[src/rtl/cpu_pkg.sv]
// cpu_pkg: data-memory geometry and read-return owner type shared by DM and its arbiter
package cpu_pkg;
  localparam int DM_ADDR_W = 16;
  localparam int DM_DATA_W = 16;
  typedef enum logic [1:0] {OWN_NONE, OWN_CPU, OWN_DMA} rd_own_t;
endpackage

[src/rtl/dm_arb_starve_cnt.sv]
// dm_arb_starve_cnt: saturating DMA wait counter raising force_dma once the DMA has waited MAX_WAIT cycles
module dm_arb_starve_cnt #(
  parameter int MAX_WAIT = 8
) (
  input  logic clk,
  input  logic rst,
  input  logic dma_req,
  input  logic dma_gnt,
  output logic force_dma
);
  localparam int W = $clog2(MAX_WAIT + 1);
  localparam logic [W-1:0] MAX = W'(MAX_WAIT);
  logic [W-1:0] wait_cnt;
  always_ff @(posedge clk)
    if (rst || !dma_req || dma_gnt) wait_cnt <= '0;
    else if (wait_cnt != MAX) wait_cnt <= wait_cnt + W'(1);
  assign force_dma = dma_req & (wait_cnt == MAX);
endmodule

[src/rtl/dm_arbiter.sv]
// dm_arbiter: CPU-priority sharing of the data memory with a DMA port; DM_ARB_STARVE_GUARD_EN adds a DMA starvation guard
module dm_arbiter
  import cpu_pkg::*;
#(
  parameter int ADDR_W   = DM_ADDR_W,
  parameter int DATA_W   = DM_DATA_W,
  parameter int MAX_WAIT = 8
) (
  input  logic              clk,
  input  logic              rst,
  input  logic              cpu_re,
  input  logic              cpu_we,
  input  logic [ADDR_W-1:0] cpu_addr,
  input  logic [DATA_W-1:0] cpu_wdata,
  output logic [DATA_W-1:0] cpu_rdata,
  output logic              cpu_stall,
  input  logic              dma_req,
  input  logic              dma_we,
  input  logic [ADDR_W-1:0] dma_addr,
  input  logic [DATA_W-1:0] dma_wdata,
  output logic              dma_gnt,
  output logic              dma_rvalid,
  output logic [DATA_W-1:0] dma_rdata,
  output logic              mem_re,
  output logic              mem_we,
  output logic [ADDR_W-1:0] mem_addr,
  output logic [DATA_W-1:0] mem_wdata,
  input  logic [DATA_W-1:0] mem_rdata
);
  logic cpu_act, force_dma, cpu_win, dma_win;
  rd_own_t rd_own_q;
  assign cpu_act = cpu_re | cpu_we;
`ifdef DM_ARB_STARVE_GUARD_EN
  dm_arb_starve_cnt #(.MAX_WAIT(MAX_WAIT)) u_starve (
    .clk      (clk),
    .rst      (rst),
    .dma_req  (dma_req),
    .dma_gnt  (dma_gnt),
    .force_dma(force_dma)
  );
`else
  assign force_dma = 1'b0;
`endif
  assign cpu_win   = !rst & cpu_act & !force_dma;
  assign dma_win   = !rst & dma_req & (!cpu_act | force_dma);
  assign dma_gnt   = dma_win;
  assign cpu_stall = !rst & cpu_act & force_dma;
  // a simultaneous load+store is issued as a store
  assign mem_we    = cpu_win ? cpu_we : dma_win & dma_we;
  assign mem_re    = cpu_win ? cpu_re & !cpu_we : dma_win & !dma_we;
  assign mem_addr  = cpu_win ? cpu_addr : dma_addr;
  assign mem_wdata = cpu_win ? cpu_wdata : dma_wdata;
  always_ff @(posedge clk)
    rd_own_q <= rst ? OWN_NONE : (mem_re ? (cpu_win ? OWN_CPU : OWN_DMA) : OWN_NONE);
  assign cpu_rdata  = mem_rdata;
  assign dma_rdata  = mem_rdata;
  // gating with rst drops a read granted just before reset
  assign dma_rvalid = !rst & (rd_own_q == OWN_DMA);
endmodule

[config.mk]
export PLATFORM = sky130hd
export DESIGN_NAME = dm_arbiter
export DESIGN_NICKNAME = d
export VERILOG_FILES = /design/src/rtl/cpu_pkg.sv /design/src/rtl/dm_arb_starve_cnt.sv /design/src/rtl/dm_arbiter.sv
export SDC_FILE = /design/constraint.sdc
export NUM_CORES = 1
export LEC_CHECK = 0
export ABC_AREA = 1
export ABC_CLOCK_PERIOD_IN_PS = 800
export BUFFER_PORTS_ARGS = -buffer_cell sky130_fd_sc_hd__buf_2
export CORE_MARGIN = 2
export CORE_UTILIZATION = 24
export DETAILED_ROUTE_END_ITERATION = 8
export GPL_TIMING_DRIVEN = 0
export PLACE_DENSITY = 0.81
export SYNTH_ARGS = -nofsm -noshare
export SYNTH_HDL_FRONTEND = slang
export SYNTH_HIERARCHICAL = 1
export SYNTH_SLANG_ARGS = --single-unit
[constraint.sdc]
create_clock -name clk -period 0.8 [get_ports clk]
set_input_delay 0.08 -clock clk [delete_from_list [all_inputs] [get_ports clk]]
set_output_delay 0.08 -clock clk [all_outputs]
set_load 0.01 [all_outputs]
Word level (Yosys, flattened, before mapping) --
Index checks and enable logic that the tools add are counted.
Storage, ports and cells: register bits 2
Operators by class: equality and inequality tests 1, bitwise logic cells 9, mux-type cells 5, reduce and logical (&&, ||, !) cells 5
Operators with widths (number):
- 16-bit 2-to-1 mux | 2
- 1-bit AND | 7
- 1-bit logical NOT | 4
- 2-bit == test, second input constant | 1
- 1-bit 2-to-1 mux | 2
- 2-bit 2-to-1 mux | 1
- 2-bit OR reduction | 1
- 1-bit inverter | 1
- 1-bit bitwise OR | 1

Depth between registers and ports, before layout --
Gate-level depths: netlist (run 1).
depth in word-level cells 7, gate-level depth with buffers 5, gate-level depth less buffers 4

Worst setup path before layout (run 1) --
Ideal clock, no wire load.
kind register to output, start point register rd_own_q[1], end point output dma_rvalid, slack 0.127 ns, buffers on the path 0, data arrival time 0.593 ns, stages on the path, launching flop included 2, cells stage by stage dfxtp_1 nor3b_1
On the way: word-level cells in the longest chain between the ends 2
Ends and longest elaborated chain:
- from (decl) | line dm_arbiter.sv:31 | rd_own_t rd_own_q;
- from (signal assigned) | line dm_arbiter.sv:54 | rd_own_q <= rst ? OWN_NONE : (mem_re ? (cpu_win ? OWN_CPU : OWN_DMA) : OWN_NONE);
- 2-bit == test | line dm_arbiter.sv:58 | assign dma_rvalid = !rst & (rd_own_q == OWN_DMA);
- 1-bit AND | line dm_arbiter.sv:58
- to (decl) | line dm_arbiter.sv:22 | output logic dma_rvalid,
Every way passes these cells.

Worst setup path in the final report (run 1) --
start point input cpu_we, end point output mem_addr[13]
On the way: word-level cells in the longest chain between the ends 3
Ends and longest elaborated chain:
- from (decl) | line dm_arbiter.sv:12 | input logic cpu_we,
- 1-bit bitwise OR | line dm_arbiter.sv:32 | assign cpu_act = cpu_re | cpu_we;
- 1-bit AND
- 16-bit 2-to-1 mux | line dm_arbiter.sv:51 | assign mem_addr = cpu_win ? cpu_addr : dma_addr;
- to (decl) | line dm_arbiter.sv:26 | output logic [ADDR_W-1:0] mem_addr,
Every way passes these cells.

==> results of run 1 <==
[synthesized netlist by cell type]
| cell | count |
|---|---|
| nand2_2 | 1 |
| nor3b_1 | 1 |
| nand2_1 | 68 |
| nand3_1 | 35 |
| inv_2 | 3 |
| conb_1 | 1 |
| inv_1 | 5 |
| dfxtp_1 | 2 |
| buf_4 | 39 |
| buf_2 | 3 |
| nor2_1 | 2 |
| o21ai_2 | 1 |
[routing by layer]
| metal | part of all wire [%] | track usage (%) | wire (um) | vias up |
|---|---|---|---|---|
| li1 | - | - | - | 768 |
| met1 | 34 | 17.3 | 1290 | 667 |
| met2 | 57 | 34.6 | 2170 | 72 |
| met3 | 7.1 | 1.79 | 269 | 8 |
| met4 | 2.0 | 7.34 | 75 | 0 |
| met5 | 0 | 0 | 0 | - |
[cell type report]
class | instances | area [sq um] | share of cell area (%)
Buffer | 42 | 330 | 17.3
Multi-Input combinational cell | 109 | 584 | 30.7
Tap cell | 46 | 57.6 | 3.02
Inverter | 8 | 37.5 | 1.97
Sequential cell | 2 | 41.3 | 2.17
Clock buffer | 3 | 22.5 | 1.18
Timing Repair Buffer | 145 | 832 | 43.7
[power breakdown]
| part | total, uW | internal (uW) | switching, uW |
|---|---|---|---|
| registers | 105 | 104 | 1.08 |
| logic | 1140 | 611 | 526 |
| clock network | 225 | 166 | 59.8 |
| total | 1470 | 880 | 587 |
[final timing paths]
path	endpoint	slack (ns)	from
max	mem_addr[13]	-0.11	cpu_we
min	rd_own_q[1]$_SDFF_PP0_	0.13	dma_we
[tightest hold or removal path: cells and delay by family]
kind | cells | cell delay (ns)
buffers and inverters | 3 | 0.16
AND/OR/NAND/NOR | 1 | 0.07
[cells by family after synthesis]
| family | Yosys count |
|---|---|
| and+or+nand+nor | 107 |
| AOI/OAI and AO/OA | 1 |
| DFF | 2 |
| buffers and inverters | 50 |
| other | 1 |
[metrics by stage]
| stage | TNS (ns) | setup WS (ns) | total power, uW | hold WS (ns) | utilization, % |
|---|---|---|---|---|---|
| finish | -3.06 | -0.106 | 1470 | 0.130 | 56.7 |
| global route | -4.59 | -0.162 | 1590 | 0.150 | 56.7 |
| CTS | -3.16 | -0.118 | 1420 | 0.109 | 54.0 |
| detailed placement | -6.44 | -0.223 | 1040 | 0.344 | 47.1 |
| global placement | -6.55 | -0.222 | 1030 | 0.344 | 47.1 |
| floorplan | 0 | 0.127 | 607 | 0.210 | - |
[repair_timing]
item | CTS | global route
buffers inserted | 4 | 1
pin swaps | 3 | 8
cloned | 3 | 0
setup endpoints to repair | 34 | 35
gates resized for setup | 53 | 24
hold buffers | 0 | 0
==> results.py, run 1 <==
metrics = {
    "run_status": {
        "status": "finished with violations",
        "violations": "setup timing",
    },
    "placed_design": {
        "io_buffers": 137,
        "routabilityCongestion": 0.721,
        "dpl.hpwl_um": 2940,
        "place_area_sq_um": 1590,
        "dpl.cell_count": 344,
    },
    "critical_path": {
        "critPathKind": "in2out",
        "cp.depth": 7,
        "start_kind": "primary input",
        "critPathCaptureType": "output pin",
        "cpPeakStageDelay_ns": 0.16,
        "worstPathMaxFanout": 5,
        "critPathTopFamily": "buffers and inverters",
        "crit_top_cell": "buf_6",
        "path_cells": "buf_8, o21ai_4, buf_6, buf_6, nand2_2, nand2_2, buf_6",
        "crit_required_ns": 0.72,
        "worst-path-buf-inv": 4,
        "cp_slowest_cell": "o21ai_4",
        "cp_data_arrival_time_ns": 0.83,
    },
    "min_path": {
        "whs_path_depth": 4,
        "hold_path_class": "in2reg",
    },
    "cells_and_area": {
        "finalNonFillerCells": 355,
        "regMostFlops": "rd_own_q",
        "n_antenna_cell": 0,
        "drive_gt1_share_pct": 76.7,
        "layout_common_cells": "128 x buf_2, 40 x buf_4, 38 x nand2_2, 34 x nand3_1, 31 x nand2_1",
        "top_regs": "rd_own_q: 2 flops",
        "fillers": 338,
        "area_delta_synth_final_pct": 126,
        "layout.nets": 397,
        "largest_register_ffs": 2,
        "final_area_sq_um": 1910,
        "final_common_cell": "buf_2",
    },
    "detailed_routing": {
        "vias": 1515,
        "wl_um": 3800,
        "drtAntennaViolNets": 0,
        "drt_iter0_markers": 30,
        "firstDrtPassIters": 4,
        "via_per_inst": 4.27,
        "wl_per_cell_um": 10.7,
        "route.detailed.drc": 0,
    },
    "synthesis": {
        "synth_area_leaders": "buf_4 35%, nand2_1 30%, nand3_1 21%",
        "synth_top_area_cell": "buf_4",
        "yosysWarnings": 6,
        "synth_top_family_by_area": "simple AND/OR/NAND/NOR gates",
        "synth-adder-area-share_pct": 0,
        "synth_compound_area_share_pct": 1.04,
        "syn_nets": 247,
        "yosysSeqAreaShare_pct": 4.75,
        "syn_area_per_cell_sq_um": 5.23,
        "synth.top_cell.area_share_pct": 34.8,
        "yosys.area_share.simple_pct": 53.6,
        "synth_xor_area_share_pct": 0,
        "muxShareOfSynthArea_pct": 0,
        "netlist_area_sq_um": 842,
        "ys_ff_latch": 2,
        "ys_types": 12,
        "synthCells": 161,
    },
    "global_route": {
        "grt_overflow": 0,
        "grt_pass1_wl_um": 5610,
        "track_usage_pct": 17.1,
        "grt_max_degree": 11,
        "grt_pass1_vias": 1401,
        "antenna_found_initial": 0,
    },
    "clock_network": {
        "cts_buffers": 3,
        "h-tree-depth": 1,
        "clock_tree.buffer_depth": 2,
        "cts_sinks": 2,
        "cts_tree": "yes",
        "root_buffer": "clkbuf_4",
        "clk_pin_slew_worst_paths_ns": 0.03,
    },
    "floorplanning": {
        "die_area_sq_um": 4000,
        "row_count": 21,
        "coreArea_sq_um": 3360,
        "floorplan.initialDensity_pct": 25.0,
        "die_y_um": 63.2,
        "die_x_um": 63.2,
        "pin_count": 155,
    },
    "power_and_ir_drop": {
        "power.density_nw_per_um2": 770,
        "leakagePower_uw": 0.00123,
        "vdd.ir_drop.worst_v": 0.000490,
    },
    "sta": {
        "period_share_pct": 113,
        "final_hold_viol_count": 0,
        "worst_slack_ns": -0.106,
        "finalSetupViolCount": 33,
        "rsz0062_at_grt": "true",
        "slew_viol_final": 0,
        "timing.fmax_mhz": 1100,
        "period_needed_ns": 0.906,
    },
    "job": {
        "maxCapViolations": 0,
    },
}
Power figures use the tool's default switching activity.
==> inputs of run 2 (changes only) <==
Settings changed: ABC_AREA 1 to default, CORE_ASPECT_RATIO from default to 0.7, PLACE_DENSITY 0.81 to 0.79.
==> run 2 against run 1 <==
The run still ends with setup timing left; final cell count down 21%; core utilization grew 2.9 points; setup slack got worse by 0.26 ns; critical path type unchanged.
==> results.py, run 2 <==
metrics = {
    "min_path": {
        "hold_path_class": "in2reg",
    },
    "critical_path": {
        "start_kind": "primary input",
        "critPathCaptureType": "output pin",
        "crit_required_ns": 0.72,
        "critPathKind": "in2out",
        "worstPathMaxFanout": 5,
        "cp_data_arrival_time_ns": 1.08,
    },
    "global_route": {
        "grt_max_degree": 11,
        "grt_overflow": 0,
        "track_usage_pct": 13.0,
        "grt_pass1_vias": 977,
        "antenna_found_initial": 0,
        "grt_pass1_wl_um": 4310,
    },
    "sta": {
        "period_share_pct": 145,
        "rsz0062_at_grt": "true",
        "period_needed_ns": 1.16,
        "finalSetupViolCount": 34,
        "final_hold_viol_count": 0,
        "timing.fmax_mhz": 860,
        "slew_viol_final": 0,
        "worst_slack_ns": -0.363,
        "holdWs_ns": 0.0693,
    },
    "detailed_routing": {
        "topRoutingLayerUsed": "met3",
        "firstDrtPassIters": 2,
        "dr_wl_met2_um": 2060,
        "wirelength_met1_um": 1210,
        "wl_met3_um": 154,
        "drt_iter0_markers": 7,
        "wl_um": 3410,
        "route.detailed.drc": 0,
        "via_per_inst": 3.86,
        "wl_per_cell_um": 12.1,
        "drtAntennaViolNets": 0,
        "vias": 1086,
    },
    "floorplanning": {
        "coreArea_sq_um": 3510,
        "die_area_sq_um": 4170,
        "row_count": 18,
        "die_y_um": 54.7,
        "floorplan.initialDensity_pct": 25.0,
        "pin_count": 155,
        "die_x_um": 76.4,
    },
    "cells_and_area": {
        "drive_gt1_share_pct": 96.1,
        "regMostFlops": "rd_own_q",
        "final_common_cell": "buf_2",
        "top_regs": "rd_own_q: 2 flops",
        "largest_register_ffs": 2,
        "layout.nets": 319,
        "layout_common_cells": "102 x buf_2, 36 x buf_6, 35 x buf_4, 32 x mux2_4, 4 x buf_12",
        "final_area_sq_um": 2090,
        "n_antenna_cell": 0,
        "area_delta_synth_final_pct": 138,
    },
    "synthesis": {
        "ys.flop_type": "dfxtp_1",
        "synth-adder-area-share_pct": 0,
        "yosysWarnings": 6,
        "ys_ff_latch": 2,
        "yosysSeqAreaShare_pct": 4.55,
        "synth_compound_area_share_pct": 3.56,
        "syn_area_per_cell_sq_um": 10.7,
        "synth_area_leaders": "mux2_4 51%, buf_4 28%, dfxtp_1 4.6%",
        "async_flop_share_pct": 0,
        "synth_top_area_cell": "mux2_4",
        "muxShareOfSynthArea_pct": 53.8,
        "synthCells": 82,
        "synth-edff-count": 0,
        "synth.top_cell.area_share_pct": 51.2,
        "synth_top_family_by_area": "multiplexers",
        "ys_types": 16,
        "yosys.area_share.simple_pct": 5.26,
        "synthTopCellsByCount": "33 x buf_4, 30 x mux2_4, 3 x buf_6",
        "netlist_area_sq_um": 880,
        "synth_xor_area_share_pct": 0,
        "syn_nets": 168,
        "synth.most_common_cell": "buf_4",
    },
    "clock_network": {
        "cts_tree": "yes",
        "root_buffer": "clkbuf_8",
        "cts_sinks": 2,
        "h-tree-depth": 1,
        "postCtsHoldBufs": 0,
        "clock_tree.buffer_depth": 2,
        "clk_pin_slew_worst_paths_ns": 0.03,
        "cts_buffers": 3,
    },
    "power_and_ir_drop": {
        "leakagePower_uw": 0.00123,
        "vdd.ir_drop.worst_v": 0.00113,
        "p_total_uw": 1800,
        "power.density_nw_per_um2": 861,
    },
    "placed_design": {
        "place_area_sq_um": 1630,
        "io_buffers": 137,
        "routabilityCongestion": 0.761,
        "dpl.hpwl_um": 2900,
        "pre_cts_slack_ns": -0.437,
    },
    "run_status": {
        "status": "finished with violations",
        "violations": "setup timing",
    },
    "job": {
        "maxCapViolations": 0,
    },
}
==> run 2: timing repair <==
action                                 CTS  global route
setup endpoints to repair               33            36
setup buffers                            7             1
endpoints found under the hold margin    0             0
pin swaps                                2             2
gates cloned                             2             1
gates resized for setup                 54             8
==> run 2: cells by family after synthesis <==
kind of cell | after synthesis
other | 1
and+or+nand+nor | 7
buffers and inverters | 37
DFF | 2
muxes | 32
AOI/OAI and AO/OA | 3
==> run 2: metrics by stage <==
stage	TNS, ns	utilization (%)	std cells
6_report	-10.60	59.5	281
5_1_grt	-11.52	59.5	281
4_1_cts	-11.58	59.0	281
3_5_place_dp	-13.32	46.5	269
3_3_place_gp	-13.50	46.5	269
2_1_floorplan	-1.73	-	82
==> run 2: final timing paths <==
path,start,to,slack [ns],cells after the start
worst max-delay path,cpu_we,mem_wdata[8],-0.36,6
worst min-delay path,dma_we,rd_own_q[1]$_SDFF_PP0_,0.07,2
==> run 2: per-layer routing <==
metal	vias up	global-route usage, %
met5	-	0
li1	546	-
met1	501	14.7
met2	39	27.6
met3	0	2.31
met4	0	0.909
==> run 2: final cells by class <==
class / count / area, sq um
fill: 321 / 1420
sequential: 2 / 40.0
clock buffer: 3 / 41.3
inverter: 1 / 3.75
tap: 50 / 62.6
timing repair buffer: 147 / 1070
buffer: 35 / 288
multi-input combinational: 43 / 588
==> run 2: worst max-delay path, cell delays in order <==
cell and delay, ns:
buf_12 0.10, o21bai_4 0.17, buf_12 0.16, clkbuf_16 0.15
mux2_4 0.30, buf_6 0.12
==> run 2: where the power goes <==
group	total (uW)	switching (uW)	internal (uW)
Sequential	104	0.949	104
Clock	385	67.8	317
Combinational	1310	442	869
Total	1800	510	1290
==> inputs of run 3 (changes only) <==
Settings changed: ABC_CLOCK_PERIOD_IN_PS 800 to 1510, CORE_UTILIZATION 24 to 29, PLACE_DENSITY 0.79 to 0.89.
Clock period 0.8 ns to 1.51 ns, I/O delays scaled along.
==> run 3 against run 2 <==
The flow now finishes without violations; non-clock buffer count down 9; sequential share of layout area up 0.51 points; via count down 4.0%; critical path depth down 1; count of clock-buffer cells in the layout unchanged; combinational power down 60%; global-route usage up 4.3 points; routed wire length down 2.6%; final cell count down 8.2%; sequential power down 47%; critical path type unchanged.
==> results.py, run 3 (synthesis results as in run 2) <==
metrics = {
    "run_status": {
        "status": "complete, no violations",
    },
    "clock_network": {
        "postCtsHoldBufs": 0,
        "cts_sinks": 2,
        "cts_buffers": 3,
        "clk_pin_slew_worst_paths_ns": 0.03,
        "cts_tree": "yes",
        "post_cts_buffers": 0,
        "post_cts_resized": 0,
        "clock_tree.buffer_depth": 2,
        "h-tree-depth": 1,
        "root_buffer": "clkbuf_8",
    },
    "global_route": {
        "grt_max_degree": 11,
        "grt_pass1_vias": 1055,
        "grt_pass1_wl_um": 4910,
        "antenna_found_initial": 0,
        "grt_overflow": 0,
        "track_usage_pct": 17.3,
    },
    "floorplanning": {
        "die_y_um": 50.1,
        "coreArea_sq_um": 2840,
        "floorplan.initialDensity_pct": 30.9,
        "pin_count": 155,
        "row_count": 16,
        "die_x_um": 69.8,
        "die_area_sq_um": 3500,
    },
    "cells_and_area": {
        "layout.nets": 310,
        "largest_register_ffs": 2,
        "regMostFlops": "rd_own_q",
        "n_antenna_cell": 0,
        "layout_common_cells": "137 x buf_2, 33 x buf_4, 30 x mux2_4, 3 x buf_6, 3 x clkbuf_8",
        "top_regs": "rd_own_q: 2 flops",
        "drive_gt1_share_pct": 94.1,
        "area_delta_synth_final_pct": 87.8,
        "final_area_sq_um": 1650,
        "final_common_cell": "buf_2",
    },
    "job": {
        "maxCapViolations": 0,
    },
    "critical_path": {
        "cp_slowest_cell": "mux2_4",
        "path_cells": "buf_2, o21bai_4, buf_6, mux2_4, buf_2",
        "worstPathMaxFanout": 10,
        "critPathCapture": "mem_wdata[3]",
        "critPathKind": "in2out",
        "cp_data_arrival_time_ns": 1.21,
        "crit_required_ns": 1.36,
        "critPathCaptureType": "output pin",
        "cpPeakStageDelay_ns": 0.32,
        "start_kind": "primary input",
        "crit_start": "cpu_we",
        "crit_top_cell": "buf_2",
    },
    "power_and_ir_drop": {
        "p_total_uw": 785,
        "vdd.ir_drop.worst_v": 0.000512,
        "power.density_nw_per_um2": 475,
        "leakagePower_uw": 0.00106,
    },
    "min_path": {
        "hold_path_class": "in2reg",
    },
    "placed_design": {
        "routabilityCongestion": 0.726,
        "dpl.hpwl_um": 3040,
        "place_area_sq_um": 1610,
        "io_buffers": 137,
    },
    "sta": {
        "timing.fmax_mhz": 736,
        "finalSetupViolCount": 0,
        "period_share_pct": 90.0,
        "slew_viol_final": 0,
        "final_hold_viol_count": 0,
        "period_needed_ns": 1.36,
        "rsz0062_at_grt": "false",
        "fin_setup_tns_ns": 0,
    },
    "detailed_routing": {
        "firstDrtPassIters": 4,
        "vias": 1043,
        "drt_iter0_markers": 19,
        "drtAntennaViolNets": 0,
        "route.detailed.drc": 0,
        "via_per_inst": 4.04,
        "wl_per_cell_um": 12.9,
        "wl_um": 3330,
    },
}
## run 3: cell types whose count changed in the layout (fill, tap and decap cells not counted), sizes merged
cell / change
buf: -8
clkbuf: -1
## run 3: layer usage
metal | wire (um) | share of wire (%) | GRT usage [%] | up-vias
li1 | - | - | - | 527
met1 | 1270 | 38 | 19.6 | 476
met2 | 1900 | 57 | 34.6 | 38
met3 | 144 | 4.3 | 2.25 | 2
met4 | 12 | 0.36 | 3.53 | 0
met5 | 0 | 0 | 0 | -
## run 3: final cells by class
cell class / instances / area (sq um)
flip-flops and latches: 2 / 40.0
clock buffers: 3 / 41.3
plain buffers: 36 / 282
well taps: 36 / 45.0
fillers: 271 / 1190
multi-input cells: 43 / 554
inverters: 1 / 3.75
repair buffers: 137 / 686
## run 3: worst max-delay path, delay by kind of cell
family,cells,cell delay (ns)
compound gates,1,0.24
buf+inv,3,0.49
mux,1,0.32
## run 3: power by group
part,switching [uW],total [uW],leakage [uW],internal (uW)
Combinational,203,523,0.00102,319
Sequential,0.393,55.2,0.0000163,54.8
Clock,38.5,207,0.0000216,168
Total,242,785,0.00106,542
## run 3: worst min path at each step
stage / start / end / slack (ns) / cells past startpoint
5_1_grt: dma_we / rd_own_q[1]$_SDFF_PP0_ / 0.14 / 2
6_report: dma_we / rd_own_q[1]$_SDFF_PP0_ / 0.14 / 2
3_5_place_dp: dma_we / rd_own_q[1]$_SDFF_PP0_ / 0.35 / 2
3_3_place_gp: dma_we / rd_own_q[1]$_SDFF_PP0_ / 0.35 / 2
4_1_cts: dma_we / rd_own_q[1]$_SDFF_PP0_ / 0.13 / 2
2_1_floorplan: dma_we / rd_own_q[1]$_SDFF_PP0_ / 0.22 / 1
## run 3: through the flow
stage / util [%] / hold slack, ns / setup WS, ns / cells
CTS: 58.1 / 0.134 / 0.129 / 258
global placement: 56.6 / 0.353 / 0.129 / 255
finish: 58.1 / 0.138 / 0.151 / 258
global route: 58.1 / 0.138 / 0.111 / 258
detailed placement: 56.6 / 0.350 / 0.133 / 255
floorplan: - / 0.223 / 0.510 / 82
